===== src/rtl/muldiv_pkg.sv =====
// Shared types and helpers for the multiply/divide sequencer and its datapath.
package muldiv_pkg;

    typedef enum logic [1:0] {
        MDIDLE = 2'd0,
        MDPREP = 2'd1,
        MDRUN  = 2'd2,
        MDFIX  = 2'd3
    } md_state_e;

    localparam logic [6:0] WORD_STEPS  = 7'd32;
    localparam logic [6:0] DWORD_STEPS = 7'd64;

    function automatic logic [63:0] sext32(input logic [31:0] v);
        return {{32{v[31]}}, v};
    endfunction

endpackage


===== src/rtl/muldiv_dp.sv =====
// Datapath for muldiv: operand conditioning, one shift-add / restoring-divide
// step per cycle, and final sign correction and word-mode extension.
module muldiv_dp
    import muldiv_pkg::*;
(
    input  logic        clk,
    input  logic        rst,
    input  logic        load,
    input  logic        prep,
    input  logic        step,
    input  logic        fix,
    input  logic        op_div,
    input  logic        op_dword,
    input  logic        op_signed,
    input  logic [63:0] op_a,
    input  logic [63:0] op_b,
    output logic        div_zero,
    output logic [6:0]  steps,
    output logic [63:0] hi_res,
    output logic [63:0] lo_res
);

    logic [63:0]  a_raw_q, a_raw_d, b_raw_q, b_raw_d, opd_q, opd_d;
    logic [127:0] acc_q, acc_d;
    logic         div_q, div_d, dword_q, dword_d, sgn_q, sgn_d;
    logic         neg_q, neg_d, rneg_q, rneg_d, dz_q, dz_d;

    logic [63:0]  a_ext_s, b_ext_s, a_mag_s, b_mag_s;
    logic         a_neg_s, b_neg_s;
    logic [64:0]  mul_sum_s, div_shift_s;
    logic         div_ge_s;
    logic [63:0]  div_rem_s;
    logic [127:0] prod_s, prod_fix_s;
    logic [63:0]  quo_fix_s, rem_fix_s, hi_raw_s, lo_raw_s;

    assign div_zero = div_q & (b_ext_s == 64'd0);
    assign steps    = dword_q ? DWORD_STEPS : WORD_STEPS;

    // Operand conditioning, per-step arithmetic and final result shaping
    always_comb begin
        hi_raw_s = 64'd0;
        lo_raw_s = 64'd0;
        a_ext_s  = dword_q ? a_raw_q
                 : (sgn_q ? sext32(a_raw_q[31:0]) : {32'd0, a_raw_q[31:0]});
        b_ext_s  = dword_q ? b_raw_q
                 : (sgn_q ? sext32(b_raw_q[31:0]) : {32'd0, b_raw_q[31:0]});
        a_neg_s  = sgn_q & a_ext_s[63];
        b_neg_s  = sgn_q & b_ext_s[63];
        a_mag_s  = a_neg_s ? (64'd0 - a_ext_s) : a_ext_s;
        b_mag_s  = b_neg_s ? (64'd0 - b_ext_s) : b_ext_s;

        mul_sum_s   = {1'b0, acc_q[127:64]} + (acc_q[0] ? {1'b0, opd_q} : 65'd0);
        div_shift_s = {acc_q[127:64], acc_q[63]};
        div_ge_s    = (div_shift_s >= {1'b0, opd_q});
        div_rem_s   = div_ge_s ? (div_shift_s[63:0] - opd_q) : div_shift_s[63:0];

        // A word product sits 32 bits up after only 32 right shifts
        prod_s     = dword_q ? acc_q : {64'd0, acc_q[95:32]};
        prod_fix_s = neg_q ? (128'd0 - prod_s) : prod_s;
        quo_fix_s  = neg_q ? (64'd0 - acc_q[63:0]) : acc_q[63:0];
        rem_fix_s  = rneg_q ? (64'd0 - acc_q[127:64]) : acc_q[127:64];

        if (!div_q) begin
            hi_raw_s = dword_q ? prod_fix_s[127:64] : {32'd0, prod_fix_s[63:32]};
            lo_raw_s = prod_fix_s[63:0];
        end else if (dz_q) begin
            hi_raw_s = acc_q[127:64];
            lo_raw_s = acc_q[63:0];
        end else begin
            hi_raw_s = rem_fix_s;
            lo_raw_s = quo_fix_s;
        end
        hi_res = dword_q ? hi_raw_s : sext32(hi_raw_s[31:0]);
        lo_res = dword_q ? lo_raw_s : sext32(lo_raw_s[31:0]);
    end

    // Next-state for operand latches and the shared product/quotient accumulator
    always_comb begin
        a_raw_d = a_raw_q;
        b_raw_d = b_raw_q;
        div_d   = div_q;
        dword_d = dword_q;
        sgn_d   = sgn_q;
        opd_d   = opd_q;
        acc_d   = acc_q;
        neg_d   = neg_q;
        rneg_d  = rneg_q;
        dz_d    = dz_q;
        if (load) begin
            a_raw_d = op_a;
            b_raw_d = op_b;
            div_d   = op_div;
            dword_d = op_dword;
            sgn_d   = op_signed;
        end else if (prep) begin
            opd_d  = div_q ? b_mag_s : a_mag_s;
            neg_d  = a_neg_s ^ b_neg_s;
            rneg_d = a_neg_s;
            dz_d   = div_zero;
            if (!div_q) begin
                acc_d = {64'd0, b_mag_s};
            end else if (div_zero) begin
                acc_d = {a_ext_s, 64'hFFFF_FFFF_FFFF_FFFF};
            end else if (dword_q) begin
                acc_d = {64'd0, a_mag_s};
            end else begin
                acc_d = {64'd0, a_mag_s[31:0], 32'd0};
            end
        end else if (step) begin
            if (!div_q) begin
                acc_d = {mul_sum_s, acc_q[63:1]};
            end else begin
                acc_d = {div_rem_s, acc_q[62:0], div_ge_s};
            end
        end else if (fix) begin
            acc_d = 128'd0;
        end else begin
            acc_d = acc_q;
        end
    end

    // Datapath register bank
    always_ff @(posedge clk) begin
        if (rst) begin
            a_raw_q <= 64'd0;
            b_raw_q <= 64'd0;
            div_q   <= 1'b0;
            dword_q <= 1'b0;
            sgn_q   <= 1'b0;
            opd_q   <= 64'd0;
            acc_q   <= 128'd0;
            neg_q   <= 1'b0;
            rneg_q  <= 1'b0;
            dz_q    <= 1'b0;
        end else begin
            a_raw_q <= a_raw_d;
            b_raw_q <= b_raw_d;
            div_q   <= div_d;
            dword_q <= dword_d;
            sgn_q   <= sgn_d;
            opd_q   <= opd_d;
            acc_q   <= acc_d;
            neg_q   <= neg_d;
            rneg_q  <= rneg_d;
            dz_q    <= dz_d;
        end
    end

endmodule


===== src/rtl/muldiv.sv =====
// Multi-cycle multiply/divide sequencer: owns HI/LO, sequences the datapath,
// and arbitrates kill, reset and MTHI/MTLO writes.
module muldiv
    import muldiv_pkg::*;
(
    input  logic        clk,
    input  logic        rst,
    input  logic        mdstart,
    input  logic        mddiv,
    input  logic        mddword,
    input  logic        mdsigned,
    input  logic [63:0] mda,
    input  logic [63:0] mdb,
    input  logic        hiwe,
    input  logic        lowe,
    input  logic [63:0] hilowd,
    input  logic        mdkill,
    output logic        mdbusy,
    output logic        mddone,
    output logic [63:0] hi,
    output logic [63:0] lo
);

    md_state_e   state_q, state_d;
    logic [6:0]  cnt_q, cnt_d;
    logic [63:0] hi_q, hi_d, lo_q, lo_d;
    logic        busy_q, busy_d, done_q, done_d;
    logic        accept_s, prep_s, step_s, fix_s, div_zero_s;
    logic [6:0]  steps_s;
    logic [63:0] hi_res_s, lo_res_s;

    muldiv_dp u_dp (
        .clk       (clk),
        .rst       (rst),
        .load      (accept_s),
        .prep      (prep_s),
        .step      (step_s),
        .fix       (fix_s),
        .op_div    (mddiv),
        .op_dword  (mddword),
        .op_signed (mdsigned),
        .op_a      (mda),
        .op_b      (mdb),
        .div_zero  (div_zero_s),
        .steps     (steps_s),
        .hi_res    (hi_res_s),
        .lo_res    (lo_res_s)
    );

    // Sequencer next-state, HI/LO write arbitration and datapath enables
    always_comb begin
        state_d  = state_q;
        cnt_d    = cnt_q;
        hi_d     = hi_q;
        lo_d     = lo_q;
        done_d   = 1'b0;
        accept_s = 1'b0;
        prep_s   = 1'b0;
        step_s   = 1'b0;
        fix_s    = 1'b0;
        case (state_q)
            MDIDLE: begin
                if (hiwe) hi_d = hilowd;
                else      hi_d = hi_q;
                if (lowe) lo_d = hilowd;
                else      lo_d = lo_q;
                if (mdstart && !mdkill) begin
                    accept_s = 1'b1;
                    state_d  = MDPREP;
                end else begin
                    state_d  = MDIDLE;
                end
            end
            MDPREP: begin
                prep_s = 1'b1;
                if (mdkill) begin
                    state_d = MDIDLE;
                    cnt_d   = 7'd0;
                end else if (div_zero_s) begin
                    state_d = MDFIX;
                    cnt_d   = 7'd0;
                end else begin
                    state_d = MDRUN;
                    cnt_d   = steps_s;
                end
            end
            MDRUN: begin
                if (mdkill) begin
                    state_d = MDIDLE;
                    cnt_d   = 7'd0;
                end else begin
                    step_s = 1'b1;
                    cnt_d  = cnt_q - 7'd1;
                    if (cnt_q == 7'd1) state_d = MDFIX;
                    else               state_d = MDRUN;
                end
            end
            MDFIX: begin
                // A kill arriving with completion wins: HI/LO stay untouched
                if (mdkill) begin
                    state_d = MDIDLE;
                end else begin
                    fix_s   = 1'b1;
                    hi_d    = hi_res_s;
                    lo_d    = lo_res_s;
                    done_d  = 1'b1;
                    state_d = MDIDLE;
                end
            end
            default: begin
                state_d = MDIDLE;
                cnt_d   = 7'd0;
            end
        endcase
        busy_d = (state_d != MDIDLE);
    end

    // Sequencer and architectural register state
    always_ff @(posedge clk) begin
        if (rst) begin
            state_q <= MDIDLE;
            cnt_q   <= 7'd0;
            hi_q    <= 64'd0;
            lo_q    <= 64'd0;
            busy_q  <= 1'b0;
            done_q  <= 1'b0;
        end else begin
            state_q <= state_d;
            cnt_q   <= cnt_d;
            hi_q    <= hi_d;
            lo_q    <= lo_d;
            busy_q  <= busy_d;
            done_q  <= done_d;
        end
    end

    assign mdbusy = busy_q;
    assign mddone = done_q;
    assign hi     = hi_q;
    assign lo     = lo_q;

endmodule


===== config.mk =====
export PLATFORM = sky130hd
export DESIGN_NAME = muldiv
export DESIGN_NICKNAME = d
export VERILOG_FILES = /design/src/rtl/muldiv_pkg.sv /design/src/rtl/muldiv_dp.sv /design/src/rtl/muldiv.sv
export SDC_FILE = /design/constraint.sdc
export NUM_CORES = 2
export LEC_CHECK = 0
export CAP_MARGIN = 10
export CORE_ASPECT_RATIO = 0.75
export CORE_MARGIN = 4
export CORE_UTILIZATION = 45
export DETAILED_ROUTE_END_ITERATION = 8
export SYNTH_ARGS = -nofsm -noshare
export SYNTH_HDL_FRONTEND = slang
export SYNTH_SLANG_ARGS = --single-unit

===== constraint.sdc =====
create_clock -name clk -period 7.05 [get_ports clk]
set_input_delay 1.0575 -clock clk [delete_from_list [all_inputs] [get_ports clk]]
set_output_delay 1.0575 -clock clk [all_outputs]
set_load 0.1 [all_outputs]

==> flow_metrics.py <==
metrics = {
    "power_and_ir_drop": {
        "irDropWorstVdd_v": 0.000179,
        "powerDensity_nw_per_um2": 199,
        "leakage_uw": 0.0177,
    },
    "cells_and_area": {
        "synthToLayoutAreaGrowth_pct": 14.3,
        "final_util_pct": 52.0,
        "ff_latch_area_sq_um": 9320,
        "nFillCells": 9206,
        "drive_above_1_share_pct": 5.86,
        "multiInputGateArea_sq_um": 30000,
        "nets": 6366,
    },
    "place": {
        "port-buffer-count": 330,
        "pre_cts_slack_ps": 1950,
        "hpwl_microns": 179000,
        "routabilityCongestion": 1.10,
    },
    "timing": {
        "setup_viol_count_final": 0,
        "tightest_slew_ps": 1280,
        "fin_skew_ps": 50.7,
        "finalCritPeriodShare_pct": 80.9,
        "hold_viol_final": 0,
        "fin_ws_ps": 1340,
        "holdWs_ps": 452,
        "finalSetupTns_ps": 0,
        "fin_crit_ps": 5710,
        "drv_slew": 0,
        "clock.fmax_mhz": 175,
        "rsz0062_at_grt": "false",
        "maxSlewHeadroom_pct": 12.3,
    },
    "drt": {
        "drtIter0Drc": 9276,
        "viasPerCell": 6.95,
        "wire_per_inst_microns": 31.9,
        "drc": 0,
        "firstDrtPassIters": 8,
        "num_vias": 50700,
        "antenna_left": 0,
        "routed_wl_microns": 233000,
    },
    "yosys": {
        "ys_seq_elements": 465,
        "netlist_area_sq_um": 41700,
        "async_flop_share_pct": 0,
        "synth_ff_type": "dfxtp_1",
        "postSynthAreaPerCell_sq_um": 6.95,
        "synth_cell_types": 102,
        "ys_seq_area_share_pct": 22.3,
        "synth_edf_count": 0,
        "ys_warn_count": 0,
        "syn_inst": 6009,
        "syn_nets": 6351,
    },
    "die": {
        "fp.coreArea_sq_um": 91800,
        "boundaryPins": 331,
        "initial_core_util_pct": 45.5,
        "rows": 96,
        "dieArea_sq_um": 97800,
        "dieWidth_microns": 360,
        "die_h_microns": 272,
    },
    "global_routing": {
        "grt_max_degree": 175,
        "track_usage_pct": 44.7,
        "grt_overflow": 0,
        "grt_pass1_vias": 44800,
        "grt_pass1_wl_microns": 326000,
        "antenna_found_initial": 15,
    },
    "cts": {
        "clock-sinks": 465,
        "cts-buffers-inserted": 51,
        "path_clk_slew_ps": 70,
        "clk_latency_ps": 680,
        "cts_setup_buffers": 0,
        "cts_resized": 0,
        "tritoncts": "yes",
        "hold_buffers": 0,
        "cts_buffer_depth": 3,
        "root_buffer": "clkbuf_16",
        "h-tree-depth": 2,
    },
    "critical_path": {
        "crit_path_end_kind": "register",
        "cp_max_fo": 12,
        "crit_type": "reg2reg",
        "required_ps": 7610,
        "cp-start-kind": "register",
        "arrival_ps": 6270,
    },
    "run": {
        "drv_cap": 0,
    },
    "status": {
        "status": "finished clean",
    },
    "worst_hold_path": {
        "hp-class": "reg2reg",
    },
}
## placed cells by master, fill, tap and decap left out, types with 22 or more instances in the layout
master and instances:
a211oi_1 111, or3_1 65, dfxtp_1 462, xnor2_1 204
nor4_1 89, o21a_1 23, a21o_1 83, nand3_1 135
o21bai_1 32, o211a_1 22, mux2i_1 170, o31ai_1 57
or4_1 48, clkbuf_16 52, a311oi_1 22, o211ai_1 63
nand4_1 66, and2_1 30, nor3_1 187, nor3b_1 24
nand2b_1 43, and3_1 38, o221ai_1 34, nor2_1 647
o41ai_1 29, ha_1 137, mux2_2 28, o21ai_0 385
a21oi_1 645, o22ai_1 67, buf_4 136, xor2_1 173
o21ai_1 29, inv_1 146, a2111oi_0 29, clkdlybuf4s50_1 329
nand2_1 687, a31oi_1 93, nor2b_1 26, a221oi_1 57
## per-stage QoR
| stage | power [uW] | cells | cell area [sq um] |
|---|---|---|---|
| finish | 9510 | 7292 | 47700 |
| global route | 9730 | 7288 | 47700 |
| CTS | 9310 | 7288 | 47700 |
| detailed placement | 6350 | 7196 | 45900 |
| global placement | 6360 | 7195 | 45900 |
| floorplan | 5110 | 6009 | 41700 |
## final timing paths
check | cells after the start | to | from | slack (ps)
setup / recovery | 11 | hi[55] | u_dp.acc_q[33] | 1340
hold / removal | 2 | lo[35] | lo[35] | 450
setup reg to reg | 11 | hi[55] | u_dp.acc_q[33] | 1340
hold reg to reg | 2 | lo[35] | lo[35] | 450
## cells in the mapped netlist, drive strengths merged, types with 139 or more instances
library cell,count,area share (%)
nand2,687,6.2
nor2,653,5.9
a21oi,646,7.7
dfxtp,465,22
clkbuf,428,3.8
o21ai,418,5.0
xnor2,204,4.3
nor3,189,2.3
xor2,173,3.6
mux2i,170,4.1
inv,150,1.3
ha,139,4.2
## cell families after synthesis
group	after synthesis	synth area share, %
and+or+nand+nor	2198	24.7
xor gates and xnor gates	377	7.91
DFF	465	22.3
muxes	198	4.83
adders and majority gates	141	4.26
AOI/OAI and AO/OA	1965	29.8
buffers and inverters	665	6.18
## sequential cells by signal (all words and copies together) (netlist names), 2 cells and up
signal and cells:
cnt_q 7, hi 64, lo 64, state_q 2, u_dp.a_raw_q 64, u_dp.acc_q 128
u_dp.b_raw_q 64, u_dp.opd_q 64
## metal layers
layer | up-vias | GRT usage (%) | share of wire (%)
li1 | 22000 | - | -
met1 | 24100 | 64.4 | 42
met2 | 3990 | 57.7 | 37
met3 | 595 | 19.2 | 17
met4 | 12 | 16.3 | 4.6
met5 | - | 0 | 0.037
## cell type report
class	instances	area share (%)
Clock buffer	69	3.09
Clock inverter	23	0.700
Timing Repair Buffer	475	9.41
Sequential cell	465	19.5
Antenna cell	4	0.0210
Multi-Input combinational cell	4879	62.9
Inverter	152	1.20
Tap cell	1225	3.21
## report_power, final
group          switching, uW  internal (uW)  total, uW
Sequential               235           2770       3000
Clock                   1310           1700       3010
Combinational           2450           1050       3490
Total                   4000           5510       9510
## critical path, stage by stage, from the launching register on
cell and delay (ps):
dfxtp_1 300, buf_4 210, nor3_1 1010, a32oi_1 300
nor4b_2 900, nand3_1 530, o31ai_1 1200, a32oi_1 250
xor2_1 260, a21oi_1 140, or3_1 360, a21oi_1 140
Note: power is estimated with default switching activity, not from simulation.
